## config.mk

```make
export PLATFORM = sky130hd
export DESIGN_NAME = fifo_uart_tx
export DESIGN_NICKNAME = d
export VERILOG_FILES = /design/src/rtl/uart_pkg.sv /design/src/rtl/baud_tick_gen.sv /design/src/rtl/fifo_uart_tx.sv
export SDC_FILE = /design/constraint.sdc
export NUM_CORES = 1
export LEC_CHECK = 0
export CAP_MARGIN = 20
export CORE_ASPECT_RATIO = 1.1
export CORE_MARGIN = 2
export CORE_UTILIZATION = 34
export DETAILED_ROUTE_END_ITERATION = 16
export SYNTH_ARGS = -nofsm -noshare
export SYNTH_HDL_FRONTEND = slang
export SYNTH_SLANG_ARGS = --single-unit
export TNS_END_PERCENT = 30
```

## constraint.sdc

```tcl
create_clock -name clk -period 1.9 [get_ports clk]
set_clock_uncertainty 0.1 [all_clocks]
set_input_delay 0.38 -clock clk [delete_from_list [all_inputs] [get_ports clk]]
set_output_delay 0.38 -clock clk [all_outputs]
set_load 0.03 [all_outputs]
```

## src/rtl/uart_pkg.sv

```systemverilog
// Shared UART definitions used by both the transmitter and the receiver.
//   symbol_edge_time() : clock cycles per UART symbol (integer division)
//   FRAME_LEN          : symbols in an 8N1 frame (start + 8 data + stop)
//   uart_state_t       : FSM state encodings common to TX and RX
package uart_pkg;

    localparam int unsigned FRAME_LEN = 10;

    typedef enum logic [1:0] {
        IDLE  = 2'd0,
        LOAD  = 2'd1,
        SHIFT = 2'd2
    } uart_state_t;

    function automatic int unsigned symbol_edge_time(input int unsigned clock_freq,
                                                     input int unsigned baud_rate);
        return clock_freq / baud_rate;
    endfunction

endpackage

```

## src/rtl/baud_tick_gen.sv

```systemverilog
// Baud tick generator: a free-running symbol-period counter.
//   clk   : clock, posedge
//   rst   : synchronous active-high reset, counter to 0
//   clear : holds the counter at 0 (phase-aligns the next symbol)
//   tick  : high in the last cycle of each symbol period while not cleared
module baud_tick_gen
    import uart_pkg::*;
#(
    parameter int unsigned CLOCK_FREQ = 125_000_000,
    parameter int unsigned BAUD_RATE  = 115_200
) (
    input  logic clk,
    input  logic rst,
    input  logic clear,
    output logic tick
);

    localparam int unsigned SymbolEdgeTime = symbol_edge_time(CLOCK_FREQ, BAUD_RATE);
    localparam int unsigned CntW = (SymbolEdgeTime > 1) ? $clog2(SymbolEdgeTime) : 1;
    localparam logic [CntW-1:0] CntLast = CntW'(SymbolEdgeTime - 1);

    logic [CntW-1:0] cnt_q, cnt_d;

    always_comb begin
        cnt_d = cnt_q;
        if (clear || (cnt_q == CntLast)) begin
            cnt_d = '0;
        end else begin
            cnt_d = cnt_q + CntW'(1);
        end
    end

    always_ff @(posedge clk) begin
        if (rst) begin
            cnt_q <= '0;
        end else begin
            cnt_q <= cnt_d;
        end
    end

    assign tick = !clear && (cnt_q == CntLast);

endmodule

```

## src/rtl/fifo_uart_tx.sv

```systemverilog
// FIFO-fed UART transmitter: pops bytes from a registered-output fifo and sends 8N1 frames.
//   clk        : clock, posedge
//   rst        : synchronous active-high reset; aborts any frame in flight
//   fifo_empty : fifo empty flag
//   fifo_rd_en : single-cycle read strobe, only in IDLE while the fifo is non-empty
//   fifo_dout  : fifo read data, valid the cycle after fifo_rd_en
//   serial_out : UART line, idles high, driven straight from a flop
//   busy       : high from the read strobe until the stop bit has completed
module fifo_uart_tx
    import uart_pkg::*;
#(
    parameter int unsigned CLOCK_FREQ = 125_000_000,
    parameter int unsigned BAUD_RATE  = 115_200,
    parameter int unsigned DATA_WIDTH = 8
) (
    input  logic                  clk,
    input  logic                  rst,
    input  logic                  fifo_empty,
    output logic                  fifo_rd_en,
    input  logic [DATA_WIDTH-1:0] fifo_dout,
    output logic                  serial_out,
    output logic                  busy
);

    localparam int unsigned FrameW = DATA_WIDTH + 2;
    localparam int unsigned BitW   = $clog2(FrameW);
    localparam logic [BitW-1:0] StopIdx = BitW'(DATA_WIDTH + 1);

    uart_state_t       state_q, state_d;
    logic [FrameW-1:0] shift_q, shift_d;
    logic [BitW-1:0]   bit_cnt_q, bit_cnt_d;
    logic              baud_clear;
    logic              baud_tick;
    logic              rd_en;

    baud_tick_gen #(
        .CLOCK_FREQ(CLOCK_FREQ),
        .BAUD_RATE (BAUD_RATE)
    ) u_baud_tick_gen (
        .clk  (clk),
        .rst  (rst),
        .clear(baud_clear),
        .tick (baud_tick)
    );

    always_comb begin
        state_d    = state_q;
        shift_d    = shift_q;
        bit_cnt_d  = bit_cnt_q;
        rd_en      = 1'b0;
        baud_clear = 1'b1;
        case (state_q)
            IDLE: begin
                // Gated by rst so no fifo entry is consumed while reset is held.
                rd_en = !fifo_empty && !rst;
                if (!fifo_empty) begin
                    state_d = LOAD;
                end
            end
            LOAD: begin
                // fifo_dout is valid now, one cycle after the strobe.
                shift_d   = {1'b1, fifo_dout, 1'b0};
                bit_cnt_d = '0;
                state_d   = SHIFT;
            end
            SHIFT: begin
                baud_clear = 1'b0;
                if (baud_tick) begin
                    // Shifting in ones leaves the register all ones, so the line idles high.
                    shift_d   = {1'b1, shift_q[FrameW-1:1]};
                    bit_cnt_d = bit_cnt_q + BitW'(1);
                    if (bit_cnt_q == StopIdx) begin
                        state_d = IDLE;
                    end
                end
            end
            default: begin
                state_d = IDLE;
            end
        endcase
    end

    always_ff @(posedge clk) begin
        if (rst) begin
            state_q   <= IDLE;
            shift_q   <= '1;
            bit_cnt_q <= '0;
        end else begin
            state_q   <= state_d;
            shift_q   <= shift_d;
            bit_cnt_q <= bit_cnt_d;
        end
    end

    // shift_q[0] is a flop and stays 1 outside SHIFT, so the pin never glitches.
    assign serial_out = shift_q[0];
    assign fifo_rd_en = rd_en;
    assign busy       = (state_q != IDLE) || rd_en;

endmodule
```

==> results of run 1 <==
==> critical path, stage by stage (launching register included) <==
cell      delay (ns)
dfxtp_2         0.33
inv_1           0.05
ha_1            0.14
and4bb_2        0.27
buf_6           0.12
nand3_4         0.09
or4b_4          0.53
a31oi_2         0.13
==> cell type report <==
cell class	count	share of cell area
clock buffers	3	0.02492
inverters	5	0.01133
multi-input cells	105	0.4668
flip-flops and latches	26	0.3150
well taps	50	0.03776
repair buffers	24	0.1443
==> power groups by stage <==
| stage | sequential, uW | clock (uW) | combinational, uW |
|---|---|---|---|
| floorplan | 585 | 0 | 77.6 |
| global placement | 582 | 0 | 140 |
| detailed placement | 582 | 0 | 142 |
| CTS | 570 | 319 | 143 |
| global route | 574 | 337 | 165 |
| finish | 571 | 298 | 152 |
==> per-stage QoR <==
| stage | hold WS, ns | utilization | setup TNS, ns | power, uW | setup slack (ns) |
|---|---|---|---|---|---|
| final | 0.3434 | 0.4569 | 0 | 1021 | 0.05990 |
| after global routing | 0.3825 | 0.4569 | -0.05525 | 1075 | -0.02842 |
| after CTS | 0.3460 | 0.4393 | 0 | 1031 | 0.03640 |
| after detailed placement | 0.3334 | 0.4279 | 0 | 724.1 | 0.05634 |
| after global placement | 0.3268 | 0.4279 | 0 | 721.5 | 0.1027 |
| after floorplan | 0.3297 | - | 0 | 662.1 | 0.1508 |
==> synthesized netlist by cell type <==
library cell / number / area [sq um]
a21oi_1: 10 / 50.05
or3b_2: 1 / 8.760
a2111oi_0: 5 / 43.79
o32ai_1: 1 / 8.760
nor3_1: 3 / 15.01
and4bb_1: 1 / 12.51
xnor2_1: 6 / 52.55
a2111oi_2: 1 / 15.01
buf_2: 4 / 20.02
nor4_1: 4 / 25.02
nor2_1: 22 / 82.58
a2111oi_4: 1 / 27.53
buf_4: 1 / 7.510
or4b_1: 1 / 10.01
xor2_1: 3 / 26.28
o21ai_0: 1 / 5.000
dfxtp_1: 26 / 520.5
nor2b_1: 10 / 62.56
nand3_1: 7 / 35.03
o31ai_1: 1 / 7.510
a41oi_2: 1 / 16.27
clkbuf_1: 2 / 7.510
a31oi_1: 2 / 12.51
o211ai_1: 1 / 7.510
a211o_1: 3 / 26.28
nand3_2: 1 / 10.01
ha_1: 4 / 50.05
nand2b_1: 3 / 18.77
nor3b_4: 1 / 18.77
o211a_1: 1 / 10.01
and3_1: 2 / 12.51
inv_1: 5 / 18.77
nand2_1: 6 / 22.52
nand4_1: 1 / 6.260
mux2_2: 1 / 11.26
==> worst paths after layout <==
kind / startpoint / to / slack (ns) / cells past startpoint
min reg2reg: shift_q[0]$_SDFFE_PP1P_ / shift_q[0]$_SDFFE_PP1P_ / 0.34 / 2
min: shift_q[0]$_SDFFE_PP1P_ / shift_q[0]$_SDFFE_PP1P_ / 0.34 / 2
max reg2reg: u_baud_tick_gen.cnt_q[1]$_SDFF_PP0_ / bit_cnt_q[0]$_SDFFE_PP0P_ / 0.06 / 7
max: u_baud_tick_gen.cnt_q[1]$_SDFF_PP0_ / bit_cnt_q[0]$_SDFFE_PP0P_ / 0.06 / 7
==> logic make-up after synthesis <==
| group | synth area share |
|---|---|
| compound gates | 0.1792 |
| xor+xnor | 0.06135 |
| fa+ha+maj | 0.03895 |
| mux | 0.008763 |
| buf+inv | 0.04188 |
| flops | 0.4051 |
| simple gates | 0.2648 |
==> layer usage <==
layer / routed length, um / up-vias / GRT usage / part of all wire
li1: - / 551 / - / -
met1: 1185 / 485 / 0.1491 / 0.46
met2: 1276 / 16 / 0.2298 / 0.49
met3: 106 / 2 / 0.03454 / 0.041
met4: 21 / 0 / 0.05833 / 0.0081
met5: 0 / - / 0 / 0
==> sequential cells by signal, summed over array words and instances, names as in the netlist <==
name / cells
u_baud_tick_gen.cnt_q: 11
shift_q: 9
bit_cnt_q: 4
state_q: 2
==> cells in the final DEF (no fill, tap or decap), types with 2 or more instances in the layout <==
master / netlist / routed
dfxtp_1: 26 / 25
nor2b_1: 10 / 10
xnor2_1: 6 / 6
a2111oi_4: 1 / 2
nand3_1: 7 / 7
clkdlybuf4s50_1: 0 / 10
ha_1: 4 / 4
nand2b_1: 3 / 3
nor3_1: 3 / 3
inv_1: 5 / 5
xor2_1: 3 / 3
clkbuf_8: 0 / 3
nand2_1: 6 / 6
a2111oi_2: 1 / 4
buf_12: 0 / 2
a21oi_1: 10 / 10
nor4_1: 4 / 3
a211o_1: 3 / 3
buf_4: 1 / 10
nor2_1: 22 / 22
==> results.ini, run 1 <==
[status]
outcome = completed

[floorplanning]
start_util = 0.3544
ioPinCount = 14
rows = 23
die_h_um = 68.48
fp.dieW_um = 62.62
die_area_sq_mm = 0.004288
fp.coreArea_sq_mm = 0.003626

[power]
ir_drop_uv = 333.2
pwr-share-comb = 0.149
p_leak_uw = 0.0005640
seqPwrFrac = 0.559
p_int_uw = 775.9
power_frac_clock = 0.292
switching_share = 0.2401
power.density_mw_per_mm2 = 616.4
power.switching_uw = 245.1

[sta]
rsz0062_at_grt = true
worstMarginPinSlew_ns = 0.3973
slew_headroom = 0.7331
fmax_ghz = 0.5435
slew_violations = 0
hold_violations = 0
setup_viol_count_final = 0
period_minus_slack_ns = 1.840
fin_crit_sh = 0.9685

[placement]
dpl.cell_count = 210
place.gp.congestion = 0.7699
io_buffers = 13
dpl.hpwl_um = 1847
dpl_cell_area_sq_mm = 0.001551

[worst_setup_path]
crit_fanout = 4
required_ns = 1.99
end_kind = flop
start_kind = flop
path_class = reg -> reg
arrival_ns = 1.93

[clock_network]
clkSinkCount = 26
holdBufCountCts = 0
cts.path.max_buffers = 2
cts_tree = yes
cts_buffers = 3
post_cts_buffers = 0
ctsResizeCount = 0
cts_root_buffer = clkbuf_8
path_clk_slew_ns = 0.08
htreeDepth = 1
clk_latency_ns = 0.26

[global_route]
grt_pass1_wl_um = 4422
grt_overflow = 0
antenna_found_initial = 0
first_global_vias = 1037
grt_max_degree = 20
grtUsageTotal = 0.1297

[finish]
layout.cells.non_filler = 213
regArea_sq_um = 521.8
fin_area_sq_mm = 0.001657
area_delta_synth_final_pct = 28.92
nFillCells = 386
drive_gt1_frac = 0.2025
layout.nets = 180
multi_input_area_sq_um = 773.2
n_antenna_cell = 0

[logic_synthesis]
synth.avg_cell_area_sq_um = 8.986
yosysSeqAreaShare = 0.4051
ys_ff_latch = 26
yosysWarnings = 0
syn_inst = 143
syn_nets = 158
syn_area_sq_mm = 0.001285
synth_cell_types = 35

[worst_hold_path]
hold_path_class = reg -> reg

[run]
max_cap_violations = 0

[drt]
antenna_left = 0
routed_via_density = 4.948
wirelength_um = 2589
first_pass_iters = 4
drt_iter0_drc = 81
num_vias = 1054
wl_per_cell_um = 12.15
drc = 0

No activity file was read; power rests on OpenSTA's default activity.
==> inputs of run 2 (changes only) <==
--- a/config.mk
+++ b/config.mk
@@ -10,6 +10,7 @@
 export CORE_MARGIN = 2
 export CORE_UTILIZATION = 34
 export DETAILED_ROUTE_END_ITERATION = 16
+export SKIP_LAST_GASP = 1
 export SYNTH_ARGS = -nofsm -noshare
 export SYNTH_HDL_FRONTEND = slang
 export SYNTH_SLANG_ARGS = --single-unit
==> run 2 against run 1 <==
Net effect: clock-buffer cell count stayed put; first-iteration DRC count up 4.9%; sequential share of layout area rose by 0.48 points; critical path type unchanged; cell count is the same; power fell by 0.72%; maximum frequency hardly changed; sequential power barely moved; non-clock buffer count did not move; via count decreased by 0.57%; setup slack lost 0.00094 ns; largest cell class unchanged.
==> results.ini, run 2 (same netlist as run 1, synthesis figures left out) <==
[status]
outcome = completed

[power]
power_frac_clock = 0.293
ir_drop_uv = 333.2
seqPwrFrac = 0.563
switching_share = 0.2360
power.density_mw_per_mm2 = 621.3
post-layout-total-power_uw = 1014
pwr-share-comb = 0.144
power.switching_uw = 239.2
p_int_uw = 774.5
p_leak_uw = 0.0005533

[sta]
slew_headroom = 0.7322
slew_violations = 0
fin_crit_sh = 0.9690
setup_slack_ns = 0.05897
worstMarginPinSlew_ns = 0.3987
setup_viol_count_final = 0
fin_tns_setup_ns = 0
hold_violations = 0
fmax_ghz = 0.5432
rsz0062_at_grt = true
period_minus_slack_ns = 1.841

[placement]
dpl.hpwl_um = 1847
io_buffers = 13
dpl.cell_count = 210
preCtsSetupSlack_ns = 0.05634
place.gp.congestion = 0.7699

[clock_network]
holdBufCountCts = 0
cts.path.max_buffers = 2
cts_buffers = 3
htreeDepth = 1
cts_root_buffer = clkbuf_8
post_cts_buffers = 0
clkSinkCount = 26
path_clk_slew_ns = 0.08
clk_latency_ns = 0.26
cts_tree = yes

[floorplanning]
fp.dieW_um = 62.62
die_area_sq_mm = 0.004288
ioPinCount = 14
die_h_um = 68.48
fp.coreArea_sq_mm = 0.003626
rows = 23
start_util = 0.3544

[finish]
final_cell_mix = dfxtp_1 (25), nor2_1 (22), clkdlybuf4s50_1 (11)
n_antenna_cell = 0
largest_reg_flops = 11
multi_input_area_sq_um = 750.7
final_common_cell = dfxtp_1
regArea_sq_um = 521.8
layout.cells.non_filler = 213
area_delta_synth_final_pct = 26.97
top_regs = u_baud_tick_gen.cnt_q: 11 flops, shift_q: 9 flops, bit_cnt_q: 4 flops
drive_gt1_frac = 0.1902
top_register = u_baud_tick_gen.cnt_q
nFillCells = 388
layout.nets = 180

[global_route]
grt_pass1_wl_um = 4422
grt_overflow = 0
first_global_vias = 1037
grt_max_degree = 20
antenna_found_initial = 0
grtUsageTotal = 0.1297

[worst_setup_path]
start_kind = flop
required_ns = 1.99
end_kind = flop
crit_fanout = 4
arrival_ns = 1.93
path_class = reg -> reg

[drt]
wl_per_cell_um = 12.01
routed_via_density = 4.920
antenna_left = 0
drc = 0
wirelength_um = 2558
first_pass_iters = 4
num_vias = 1048
drt_iter0_drc = 85

[run]
max_cap_violations = 0

[worst_hold_path]
hold_path_class = reg -> reg

run 2: cell types whose count changed in the layout (fill, tap and decap cells not counted), sizes merged:
cell	change
clkdlybuf4s50	+1
dlymetal6s2s	-1
run 2: power groups by stage:
stage	clock (uW)	combinational [uW]	sequential [uW]
floorplan	0	77.6	585
global placement	0	140	582
detailed placement	0	142	582
CTS	319	143	570
global route	337	160	573
finish	297	146	570
run 2: metal layers:
layer	track usage	wire, um	up-vias	share of wire
met4	0.05833	21	0	0.0082
met2	0.2298	1236	16	0.48
met5	0	0	-	0
li1	-	-	548	-
met1	0.1491	1195	482	0.47
met3	0.03454	104	2	0.041
run 2: cell type report:
cell class,instances,share of cell area
well taps,50,0.03834
repair buffers,24,0.1449
inverters,5,0.01150
multi-input cells,105,0.4601
clock buffers,3,0.02531
flip-flops and latches,26,0.3198
run 2: repair_timing:
item,in CTS,in global routing
resized for setup,0,13
setup endpoints to repair,0,6
hold endpoints to repair,0,0
run 2: per-stage QoR:
stage	utilization	cell area [sq um]	hold WS, ns
2_1_floorplan	-	1291	0.3297
3_3_place_gp	0.4279	1551	0.3268
3_5_place_dp	0.4279	1551	0.3334
4_1_cts	0.4393	1593	0.3460
5_1_grt	0.4500	1632	0.3825
6_report	0.4500	1632	0.3399
run 2: worst paths after layout:
check	from	end	slack (ns)	depth (start not counted)
worst min register to register	shift_q[0]$_SDFFE_PP1P_	shift_q[0]$_SDFFE_PP1P_	0.34	2
worst min-delay path	shift_q[0]$_SDFFE_PP1P_	shift_q[0]$_SDFFE_PP1P_	0.34	2
worst max register to register	u_baud_tick_gen.cnt_q[1]$_SDFF_PP0_	bit_cnt_q[0]$_SDFFE_PP0P_	0.06	7
worst max-delay path	u_baud_tick_gen.cnt_q[1]$_SDFF_PP0_	bit_cnt_q[0]$_SDFFE_PP0P_	0.06	7
run 2: worst max-delay path, stage by stage, from the launching register on:
cell	delay, ns
dfxtp_2	0.33
inv_1	0.05
ha_1	0.14
and4bb_2	0.27
buf_6	0.12
nand3_4	0.09
or4b_4	0.53
a31oi_2	0.13
==> inputs of run 3 (changes only) <==
--- a/config.mk
+++ b/config.mk
@@ -8,10 +8,9 @@
 export CAP_MARGIN = 20
 export CORE_ASPECT_RATIO = 1.1
 export CORE_MARGIN = 2
-export CORE_UTILIZATION = 34
+export CORE_UTILIZATION = 25
 export DETAILED_ROUTE_END_ITERATION = 16
 export SKIP_LAST_GASP = 1
 export SYNTH_ARGS = -nofsm -noshare
 export SYNTH_HDL_FRONTEND = slang
 export SYNTH_SLANG_ARGS = --single-unit
-export TNS_END_PERCENT = 30
==> run 3 against run 2 <==
Net effect: register-to-register slack improved by 0.02 ns; flip-flop and latch count unchanged; wire length decreased by 3.0%.
==> results.ini, run 3 (same netlist as run 1, synthesis figures left out) <==
[status]
outcome = completed

[finish]
layout.nets = 187
final_cell_mix = dfxtp_1 (26), nor2_1 (22), buf_4 (20), clkdlybuf4s50_1 (11)
n_antenna_cell = 0
drive_gt1_frac = 0.2047
layout.cells.non_filler = 229
area_delta_synth_final_pct = 30.48
utilization = 0.3376
top_register = u_baud_tick_gen.cnt_q
top_regs = u_baud_tick_gen.cnt_q: 11 flops, shift_q: 9 flops, bit_cnt_q: 4 flops
largest_reg_flops = 11
final_common_cell = dfxtp_1

[worst_setup_path]
crit_path_top_delay_cell = or4b_1
path_class = reg -> reg
cp_slowest_stage_delay_ns = 0.48
start_kind = flop
crit_fanout = 4
required_ns = 2.00
crit_path_cell_trace = inv_1 -> ha_1 -> and4bb_2 -> buf_4 -> nand3_2 -> or4b_1 -> a31oi_1
crit_family = simple AND/OR/NAND/NOR gates
crit_buf_inv = 2
arrival_ns = 1.92
end_kind = flop

[power]
ir_drop_uv = 260.1
post-layout-total-power_uw = 1173
p_leak_uw = 0.0005880
power.density_mw_per_mm2 = 699.9

[global_route]
first_global_vias = 1015
grt_max_degree = 20
grtUsageTotal = 0.09297
grt_pass1_wl_um = 4340
antenna_found_initial = 0
grt_overflow = 0

[drt]
wl_per_cell_um = 10.84
drt_iter0_drc = 61
antenna_left = 0
drc = 0
num_vias = 1074
first_pass_iters = 4
wirelength_um = 2482
routed_via_density = 4.690

[placement]
place.gp.congestion = 0.7897
io_buffers = 13
dpl.hpwl_um = 1802
dpl.cell_count = 223

[sta]
worstMarginPinSlew_ns = 0.3495
fin_crit_sh = 0.9592
slew_headroom = 0.7664
period_minus_slack_ns = 1.822
setup_viol_count_final = 0
hold_violations = 0
fmax_ghz = 0.5487
slew_violations = 0
rsz0062_at_grt = true

[clock_network]
clkSinkCount = 26
path_clk_slew_ns = 0.09
holdBufCountCts = 0
cts_buffers = 3
cts.path.max_buffers = 2
clk_latency_ns = 0.27
cts_root_buffer = clkbuf_8
htreeDepth = 1
cts_tree = yes

[run]
max_cap_violations = 0

[floorplanning]
die_area_sq_mm = 0.005730
fp.coreArea_sq_mm = 0.004966
rows = 27
start_util = 0.2588
die_h_um = 79.19
fp.dieW_um = 72.36
ioPinCount = 14

[worst_hold_path]
hold_path_class = reg -> reg

[run 3: cell count changes in the layout (fill, tap and decap cells not counted), sizes merged]
cell    change
buf         +7
bufinv      +1
[run 3: final timing paths]
| kind | startpoint | to | slack [ns] | depth (start not counted) |
|---|---|---|---|---|
| worst min register to register | shift_q[0]$_SDFFE_PP1P_ | shift_q[0]$_SDFFE_PP1P_ | 0.35 | 2 |
| worst min-delay path | shift_q[0]$_SDFFE_PP1P_ | shift_q[0]$_SDFFE_PP1P_ | 0.35 | 2 |
| worst max register to register | u_baud_tick_gen.cnt_q[0]$_SDFF_PP0_ | bit_cnt_q[0]$_SDFFE_PP0P_ | 0.08 | 7 |
| worst max-delay path | u_baud_tick_gen.cnt_q[0]$_SDFF_PP0_ | bit_cnt_q[0]$_SDFFE_PP0P_ | 0.08 | 7 |
[run 3: final cells by class]
| class | count | area (sq um) |
|---|---|---|
| flip-flops and latches | 26 | 520.5 |
| inverters | 5 | 18.77 |
| multi-input cells | 105 | 733.2 |
| clock buffers | 3 | 41.29 |
| clock inverters | 1 | 30.03 |
| well taps | 58 | 72.57 |
| repair buffers | 31 | 260.3 |
| fillers | 520 | 3289 |
[run 3: where the power goes]
part	internal [uW]	total (uW)	switching, uW
Combinational	72.4	147	74.6
Clock	282	457	175
Sequential	560	570	9.53
Total	914	1170	259
[run 3: metal layers]
metal / track usage / share of wire / wire length (um)
met1: 0.1124 / 0.47 / 1164
met2: 0.1587 / 0.48 / 1194
met3: 0.02538 / 0.040 / 99
met4: 0.02830 / 0.0093 / 23
met5: 0 / 0 / 0
[run 3: worst reg2reg max path: stages, from the launching register on]
cell      delay [ns]
dfxtp_1         0.32
inv_1           0.05
ha_1            0.13
and4bb_2        0.28
buf_4           0.13
nand3_2         0.11
or4b_1          0.48
a31oi_1         0.16
[run 3: repair_timing]
item	in CTS	in global routing
setup buffers	0	2
setup endpoints to repair	0	5
gates resized for setup	0	8
[run 3: through the flow]
| stage | setup slack (ns) | cell area, sq um | setup TNS, ns | hold WS [ns] |
|---|---|---|---|---|
| final | 0.07756 | 1677 | 0 | 0.3456 |
| after floorplan | 0.1508 | 1291 | 0 | 0.3297 |
| after CTS | 0.04287 | 1645 | 0 | 0.3547 |
| after global placement | 0.09312 | 1574 | 0 | 0.3401 |
| after detailed placement | 0.05847 | 1574 | 0 | 0.3338 |
| after global routing | -0.02761 | 1677 | -0.1015 | 0.3743 |
